### src/rtl/ifetch_if.sv
// Fetch-side bundle: instruction-memory byte port, decode handshake and execute redirect.
interface ifetch_if;
    logic [31:0] mem_addr;
    logic [7:0]  mem_rdata;
    logic [31:0] instr;
    logic [31:0] instr_pc;
    logic        instr_valid;
    logic        instr_ready;
    logic        redirect_valid;
    logic [31:0] redirect_pc;
    logic        misalign_fault;

    modport master (
        output mem_addr,
        input  mem_rdata,
        output instr,
        output instr_pc,
        output instr_valid,
        input  instr_ready,
        input  redirect_valid,
        input  redirect_pc,
        output misalign_fault
    );

    modport slave (
        input  mem_addr,
        output mem_rdata,
        input  instr,
        input  instr_pc,
        input  instr_valid,
        output instr_ready,
        output redirect_valid,
        output redirect_pc,
        input  misalign_fault
    );
endinterface

### src/rtl/ifetch_sequencer.sv
// Byte-serial instruction fetch: four cycles per little-endian word, held for decode behind valid/ready.
// Optional IFETCH_ALIGN_TRAP_EN: misaligned redirect raises sticky misalign_fault and halts until reset.
module ifetch_sequencer #(
    parameter logic [31:0] RESET_PC  = 32'h0000_0000,
    parameter int unsigned MEM_BYTES = 256
) (
    input  logic     clk,
    input  logic     rst,
    ifetch_if.master bus
);

    localparam logic [31:0] ADDR_MASK = 32'(MEM_BYTES - 1);
    localparam logic [31:0] PC_RESET  = RESET_PC & ADDR_MASK;

    typedef enum logic [2:0] {
        F0   = 3'd0,
        F1   = 3'd1,
        F2   = 3'd2,
        F3   = 3'd3,
        HOLD = 3'd4
`ifdef IFETCH_ALIGN_TRAP_EN
        , HALT = 3'd5
`endif
    } state_t;

    state_t      r_state;
    logic [31:0] r_pc;
    logic [7:0]  r_byte0;
    logic [7:0]  r_byte1;
    logic [7:0]  r_byte2;
    logic [31:0] r_instr;
    logic [31:0] r_instr_pc;

    logic [31:0] w_mem_addr;
    logic        w_instr_valid;
    logic        w_handshake;
    logic [31:0] w_redir_pc;
    logic        w_redir_take;
    logic        w_misalign;

    // Byte address for the lane being fetched; parked on pc while holding.
    always_comb begin
        w_mem_addr = r_pc;
        case (r_state)
            F1:      w_mem_addr = (r_pc + 32'd1) & ADDR_MASK;
            F2:      w_mem_addr = (r_pc + 32'd2) & ADDR_MASK;
            F3:      w_mem_addr = (r_pc + 32'd3) & ADDR_MASK;
            default: w_mem_addr = r_pc;
        endcase
    end

    assign w_instr_valid = (r_state == HOLD);
    assign w_handshake   = w_instr_valid & bus.instr_ready;
    assign w_redir_pc    = {bus.redirect_pc[31:2], 2'b00} & ADDR_MASK;

`ifdef IFETCH_ALIGN_TRAP_EN
    logic r_fault;
    assign w_redir_take = bus.redirect_valid & (r_state != HALT);
    assign w_misalign   = w_redir_take & (bus.redirect_pc[1:0] != 2'b00);
    assign bus.misalign_fault = r_fault;

    always_ff @(posedge clk or posedge rst) begin
        if (rst)             r_fault <= 1'b0;
        else if (w_misalign) r_fault <= 1'b1;
    end
`else
    assign w_redir_take = bus.redirect_valid;
    assign w_misalign   = 1'b0;
    assign bus.misalign_fault = 1'b0;
`endif

    always_ff @(posedge clk or posedge rst) begin
        if (rst) begin
            r_state    <= F0;
            r_pc       <= PC_RESET;
            r_byte0    <= 8'h00;
            r_byte1    <= 8'h00;
            r_byte2    <= 8'h00;
            r_instr    <= 32'h0000_0000;
            r_instr_pc <= PC_RESET;
        end else if (w_redir_take) begin
            // Redirect wins over sequential advance and discards any partial fetch.
`ifdef IFETCH_ALIGN_TRAP_EN
            if (w_misalign) begin
                r_state <= HALT;
            end else begin
                r_pc    <= w_redir_pc;
                r_state <= F0;
            end
`else
            r_pc    <= w_redir_pc;
            r_state <= F0;
`endif
        end else begin
            case (r_state)
                F0: begin
                    r_byte0 <= bus.mem_rdata;
                    r_state <= F1;
                end
                F1: begin
                    r_byte1 <= bus.mem_rdata;
                    r_state <= F2;
                end
                F2: begin
                    r_byte2 <= bus.mem_rdata;
                    r_state <= F3;
                end
                F3: begin
                    r_instr    <= {bus.mem_rdata, r_byte2, r_byte1, r_byte0};
                    r_instr_pc <= r_pc;
                    r_state    <= HOLD;
                end
                HOLD: begin
                    if (w_handshake) begin
                        r_pc    <= (r_pc + 32'd4) & ADDR_MASK;
                        r_state <= F0;
                    end
                end
`ifdef IFETCH_ALIGN_TRAP_EN
                HALT: r_state <= HALT;
`endif
                default: r_state <= F0;
            endcase
        end
    end

    assign bus.mem_addr    = w_mem_addr;
    assign bus.instr       = r_instr;
    assign bus.instr_pc    = r_instr_pc;
    assign bus.instr_valid = w_instr_valid;

endmodule

### src/flat_wrapper.sv
// flat-port wrapper written by rule: the top's interface ports become plain ports
module ifetch_sequencer_flat 
#(
    parameter logic [31:0] RESET_PC  = 32'h0000_0000,
    parameter int unsigned MEM_BYTES = 256
)
  (clk, rst, bus_mem_addr, bus_mem_rdata, bus_instr, bus_instr_pc, bus_instr_valid, bus_instr_ready, bus_redirect_valid, bus_redirect_pc, bus_misalign_fault);
  ifetch_if bus_i ();
  input  logic clk;
  input  logic rst;
  output wire logic [$bits(bus_i.mem_addr)-1:0] bus_mem_addr;
  input wire logic [$bits(bus_i.mem_rdata)-1:0] bus_mem_rdata;
  output wire logic [$bits(bus_i.instr)-1:0] bus_instr;
  output wire logic [$bits(bus_i.instr_pc)-1:0] bus_instr_pc;
  output wire logic [$bits(bus_i.instr_valid)-1:0] bus_instr_valid;
  input wire logic [$bits(bus_i.instr_ready)-1:0] bus_instr_ready;
  input wire logic [$bits(bus_i.redirect_valid)-1:0] bus_redirect_valid;
  input wire logic [$bits(bus_i.redirect_pc)-1:0] bus_redirect_pc;
  output wire logic [$bits(bus_i.misalign_fault)-1:0] bus_misalign_fault;
  assign bus_mem_addr = bus_i.mem_addr;
  assign bus_i.mem_rdata = bus_mem_rdata;
  assign bus_instr = bus_i.instr;
  assign bus_instr_pc = bus_i.instr_pc;
  assign bus_instr_valid = bus_i.instr_valid;
  assign bus_i.instr_ready = bus_instr_ready;
  assign bus_i.redirect_valid = bus_redirect_valid;
  assign bus_i.redirect_pc = bus_redirect_pc;
  assign bus_misalign_fault = bus_i.misalign_fault;
  ifetch_sequencer #(.RESET_PC(RESET_PC), .MEM_BYTES(MEM_BYTES)) u_core (.clk(clk), .rst(rst), .bus(bus_i));
endmodule
### config.mk
export PLATFORM = sky130hd
export DESIGN_NAME = ifetch_sequencer_flat
export DESIGN_NICKNAME = d
export VERILOG_FILES = /design/src/rtl/ifetch_if.sv /design/src/rtl/ifetch_sequencer.sv /design/src/flat_wrapper.sv
export SDC_FILE = /design/constraint.sdc
export NUM_CORES = 1
export LEC_CHECK = 0
export BUFFER_PORTS_ARGS = -buffer_cell sky130_fd_sc_hd__buf_2
export CORE_MARGIN = 3
export CORE_UTILIZATION = 40
export CTS_BUF_LIST = sky130_fd_sc_hd__clkbuf_8
export DETAILED_ROUTE_END_ITERATION = 10
export PLACE_DENSITY_LB_ADDON = 0.05
export SETUP_SLACK_MARGIN = 0.1
export SYNTH_ARGS = -nofsm -noshare
export SYNTH_HDL_FRONTEND = slang
export SYNTH_SLANG_ARGS = --single-unit
### constraint.sdc
create_clock -name clk -period 3 [get_ports clk]
set_input_delay 0.45 -clock clk [delete_from_list [all_inputs] [get_ports clk]]
set_output_delay 0.45 -clock clk [all_outputs]
set_load 0.05 [all_outputs]
# After elaboration in Yosys (flattened, before gate mapping)

Index checks and enable logic that the tools add are counted.
Widths: inputs -> output; s select.

Add/sub/neg operators: 4
Eq/ne operators: 5
Muxes and demuxes: 7
Bitwise logic cells: 2
Reductions and logical operators: 8

Operator list:

| kind                | count |
|---|---|
| $mux 32             | 3 |
| $pmux 32 s3         | 1 |
| $add 8x2->8 const B | 2 |
| $pmux 3 s5          | 1 |
| $reduce_and 2->1    | 5 |
| $add 8x1->8 const B | 1 |
| $add 8x3->8 const B | 1 |
| $eq 3x2->1 const B  | 2 |
| $mux 3              | 2 |
| $reduce_bool 2->1   | 2 |
| $eq 3x1->1 const B  | 1 |
| $eq 3x3->1 const B  | 1 |
| $logic_not 3->1     | 1 |
| $ne 3x3->1 const B  | 1 |
| $and 1x1->1         | 1 |
| $not 1->1           | 1 |

Register bits: 123
Bits of input ports: 44
Output and inout port bits: 98
Word-level logic and storage cells: 33

# Depth between registers and ports, before layout

Word-level depth: 5
Gate-level depth with buffers: 5
Gate-level depth less buffers: 4

# Worst setup path before layout

Ideal clock, no wire load.

Kind: reg-to-output
Start: register u_core.r_state[0]
End: output bus_instr_valid
Data arrival time: 1.710 ns
Required time: 2.550 ns
Setup slack: 0.840 ns
Cell stages (with the launch flop): 3
Path buffers: 1
Cells stage by stage: dfrtp_1 > buf_6 > nor3b_1

Longest elaborated chain between the ends: 1

Ends and longest elaborated chain:

| what                   | RTL line               | text |
|---|---|---|
| from (decl)            | ifetch_sequencer.sv:26 | `state_t r_state;` |
| from (signal assigned) | ifetch_sequencer.sv:74 | `r_state <= F0;` |
| from (signal assigned) | ifetch_sequencer.sv:92 | `r_state <= F0;` |
| from (signal assigned) | ifetch_sequencer.sv:98 | `r_state <= F1;` |
| $eq 3x3->1             | ifetch_sequencer.sv:52 | `assign w_instr_valid = (r_state == HOLD);` |
| to (decl)              | flat_wrapper.sv:15     | `output wire logic [$bits(bus_i.instr_valid)-1:0] bus_instr_valid;` |

Every way passes these cells.

# Final worst setup path

Start: register u_core.r_state[2]
End: output bus_instr_valid

Same word-level chain as after synthesis.

==> flow_metrics.env <==
export IMPL_worstMarginPinSlew_ns=0.900
export IMPL_n_antenna_cell=0
export IMPL_clockBufferDepth=2
export IMPL_grt_pass1_vias=1884
export IMPL_numClockSinks=71
export IMPL_ys_seq_elements=71
export IMPL_crit_end="bus_instr_valid"
export IMPL_h_tree_depth=3
export IMPL_grt_max_degree=72
export IMPL_die_area_um2=9540
export IMPL_layout_worst_path_cycle_share=0.689
export IMPL_cts_buffers=9
export IMPL_max_vdd_ir_drop_mv=0.476
export IMPL_hold_violations=0
export IMPL_min_period_ns=2.07
export IMPL_setup_viol=0
export IMPL_reg2reg_slack_ns=1.01
export IMPL_cp_arrival_ns=1.62
export IMPL_rsz0062_at_grt="false"
export IMPL_crit_fanout=10
export IMPL_via_per_inst=4.44
export IMPL_start_util=0.424
export IMPL_postCtsSetupBuffers=0
export IMPL_grt_overflow_total=0
export IMPL_slew_violations=0
export IMPL_critPathSlowestCell="dfrtp_1"
export IMPL_avgSynthCellArea_um2=13.7
export IMPL_crit_chain="nor3b_1 -> buf_2"
export IMPL_nets=350
export IMPL_synth_distinct_cells=32
export IMPL_skew_ns=0.0104
export IMPL_route_vias_total=1831
export IMPL_relSlewSlack=0.400
export IMPL_cp_num_cells=2
export IMPL_worstSkewPairLatency_ns=0.34
export IMPL_rr_startpoint="u_core.r_state[2]"
export IMPL_synth_top_cells_by_area="dfrtp_1, mux2_2, buf_4"
export IMPL_leakage_uw=0.00177
export IMPL_synth_top_area_frac=0.529
export IMPL_antenna_found_initial=0
export IMPL_port_buffers=64
export IMPL_status="finished clean"
export IMPL_synthArstFlopShare=1.00
export IMPL_cts_root_buffer="clkbuf_8"
export IMPL_postLayoutCoreUtil=0.464
export IMPL_max_cap_violations=0
export IMPL_mappedNetlistArea_um2=3360
export IMPL_hold_path_depth=3
export IMPL_max_stage_delay_ns=0.65
export IMPL_drc=0
export IMPL_syn2layout_area_growth_pct=9.49
export IMPL_grt_use_total=0.126
export IMPL_final_layout_size_suffix_gt1_frac=0.487
export IMPL_cts_tree="yes"
export IMPL_path_buf_inv=1
export IMPL_powerDensity_nw_per_um2=1060
export IMPL_dpl_hpwl_um=3890
export IMPL_worstSetupEndpointType="output port"
export IMPL_netlist_instances=245
export IMPL_pre_cts_slack_ns=0.906
export IMPL_critPathKind="register to output port"
export IMPL_post_cts_resized=0
export IMPL_finalWeightedCongestion=0.727
export IMPL_worstRegToRegCells=2
export IMPL_grt_pass1_wl_um=9570
export IMPL_synth_edf_count=0
export IMPL_crit_path_start="u_core.r_state[2]"
export IMPL_whs_ns=0.336
export IMPL_ys_flop_type="dfrtp_1"
export IMPL_ioPinCount=142
export IMPL_timing_rr_end="u_core.bus.instr[2]"
export IMPL_hp_class="primary input to register"
export IMPL_die_w_um=97.7
export IMPL_postRouteAntennaNets=0
export IMPL_start_kind="register"
export IMPL_die_height_um=97.7
export IMPL_first_pass_iters=4
export IMPL_wire_per_inst_um=14.3
export IMPL_fmax_mhz=484
export IMPL_postCtsHoldBufs=0
export IMPL_layout_setup_ws_ns=0.933
export IMPL_fin_setup_tns_ns=0
export IMPL_core_region_area_um2=7930
export IMPL_yosysMostFrequentCell="dfrtp_1"
export IMPL_drt_iter0_drc=38
export IMPL_yosys_area_top_type="dfrtp_1"
export IMPL_synth_warnings=0
export IMPL_required_ns=2.55
export IMPL_routed_wl_um=5890
export IMPL_cpLargestDelayFamily="flip-flops"
export IMPL_num_rows=32
export IMPL_seq_area_frac_synth=0.529
export IMPL_yosys_top_cells_count="dfrtp_1, buf_4, mux2_2, mux2_4, clkbuf_1"
export IMPL_cts_reportedPaths_clkPinSlew_ns=0.08
-- cells by family (layout without fill, tap and decap cells) --
family | Yosys count | in the layout | synth area share
fa+ha+maj | 1 | 1 | 0.00372
simple gates | 28 | 28 | 0.0730
compound gates | 11 | 11 | 0.0190
other cells | 1 | 51 | 0.00112
buf+inv | 69 | 84 | 0.151
mux | 63 | 63 | 0.221
xor+xnor | 1 | 1 | 0.00261
flops | 71 | 71 | 0.529
-- state kept, by name, summed over array words and instances (netlist names) --
signal / cells
u_core.r_byte0: 8
u_core.r_byte2: 8
u_core.r_state: 3
u_core.r_byte1: 8
u_core.r_pc: 6
u_core.bus.instr_pc: 6
u_core.bus.instr: 32
-- worst min-delay path by stage --
stage | startpoint | to
6_report | bus_redirect_pc[3] | u_core.r_pc[3]
5_1_grt | bus_redirect_pc[5] | u_core.r_pc[5]
4_1_cts | bus_redirect_pc[2] | u_core.r_pc[2]
3_5_place_dp | u_core.r_byte1[0] | u_core.bus.instr[8]
3_3_place_gp | u_core.r_byte0[0] | u_core.bus.instr[0]
2_1_floorplan | u_core.r_byte1[0] | u_core.r_byte1[0]
-- placed cells by master, fill, tap and decap left out, types with 2 or more instances in the layout --
cell | Yosys | layout
dfrtp_1 | 71 | 71
buf_2 | 0 | 64
mux2_2 | 53 | 53
conb_1 | 1 | 51
mux2_4 | 9 | 9
clkbuf_8 | 0 | 9
o21ai_0 | 6 | 6
nor2_1 | 4 | 4
clkinvlp_4 | 0 | 4
nand2_1 | 3 | 3
or3_1 | 3 | 3
a31oi_1 | 3 | 3
nand3_1 | 3 | 3
nor2b_1 | 3 | 3
inv_1 | 3 | 2
nor4b_4 | 2 | 2
clkinv_2 | 0 | 2
-- power by group --
| part | switching (uW) | leakage (uW) | internal [uW] | total [uW] |
|---|---|---|---|---|
| clock | 373 | 0.0000776 | 299 | 672 |
| combinational | 1250 | 0.000829 | 479 | 1730 |
| sequential | 181 | 0.000864 | 1300 | 1480 |
-- worst register-to-register path: stages (launching register included) --
cell      delay (ns)
dfrtp_1         0.55
and4bb_4        0.91
mux2_2          0.43
-- area by class of cell --
type	instances	area, um^2
fill	762	4250
sequential	71	1780
multi-input combinational	155	1260
timing repair buffer	65	328
tap	102	128
clock buffer	9	124
clock inverter	7	48.8
inverter	3	11.3
-- metal layers --
metal  part of all wire  global-route usage  vias to the layer above
li1                   -                   -                      845
met1               0.44               0.165                      912
met2               0.47               0.189                       68
met3              0.075              0.0431                        6
met4             0.0090              0.0575                        0
met5                  0                   0                        -
-- through the flow --
step | cell area [um^2] | cells | total power [uW]
5_1_grt | 3680 | 412 | 4090
4_1_cts | 3680 | 412 | 3950
6_report | 3680 | 412 | 3890
2_1_floorplan | 3550 | 295 | 2950
3_5_place_dp | 3510 | 396 | 3260
3_3_place_gp | 3510 | 396 | 3230
No activity file was read; power rests on OpenSTA's default activity.
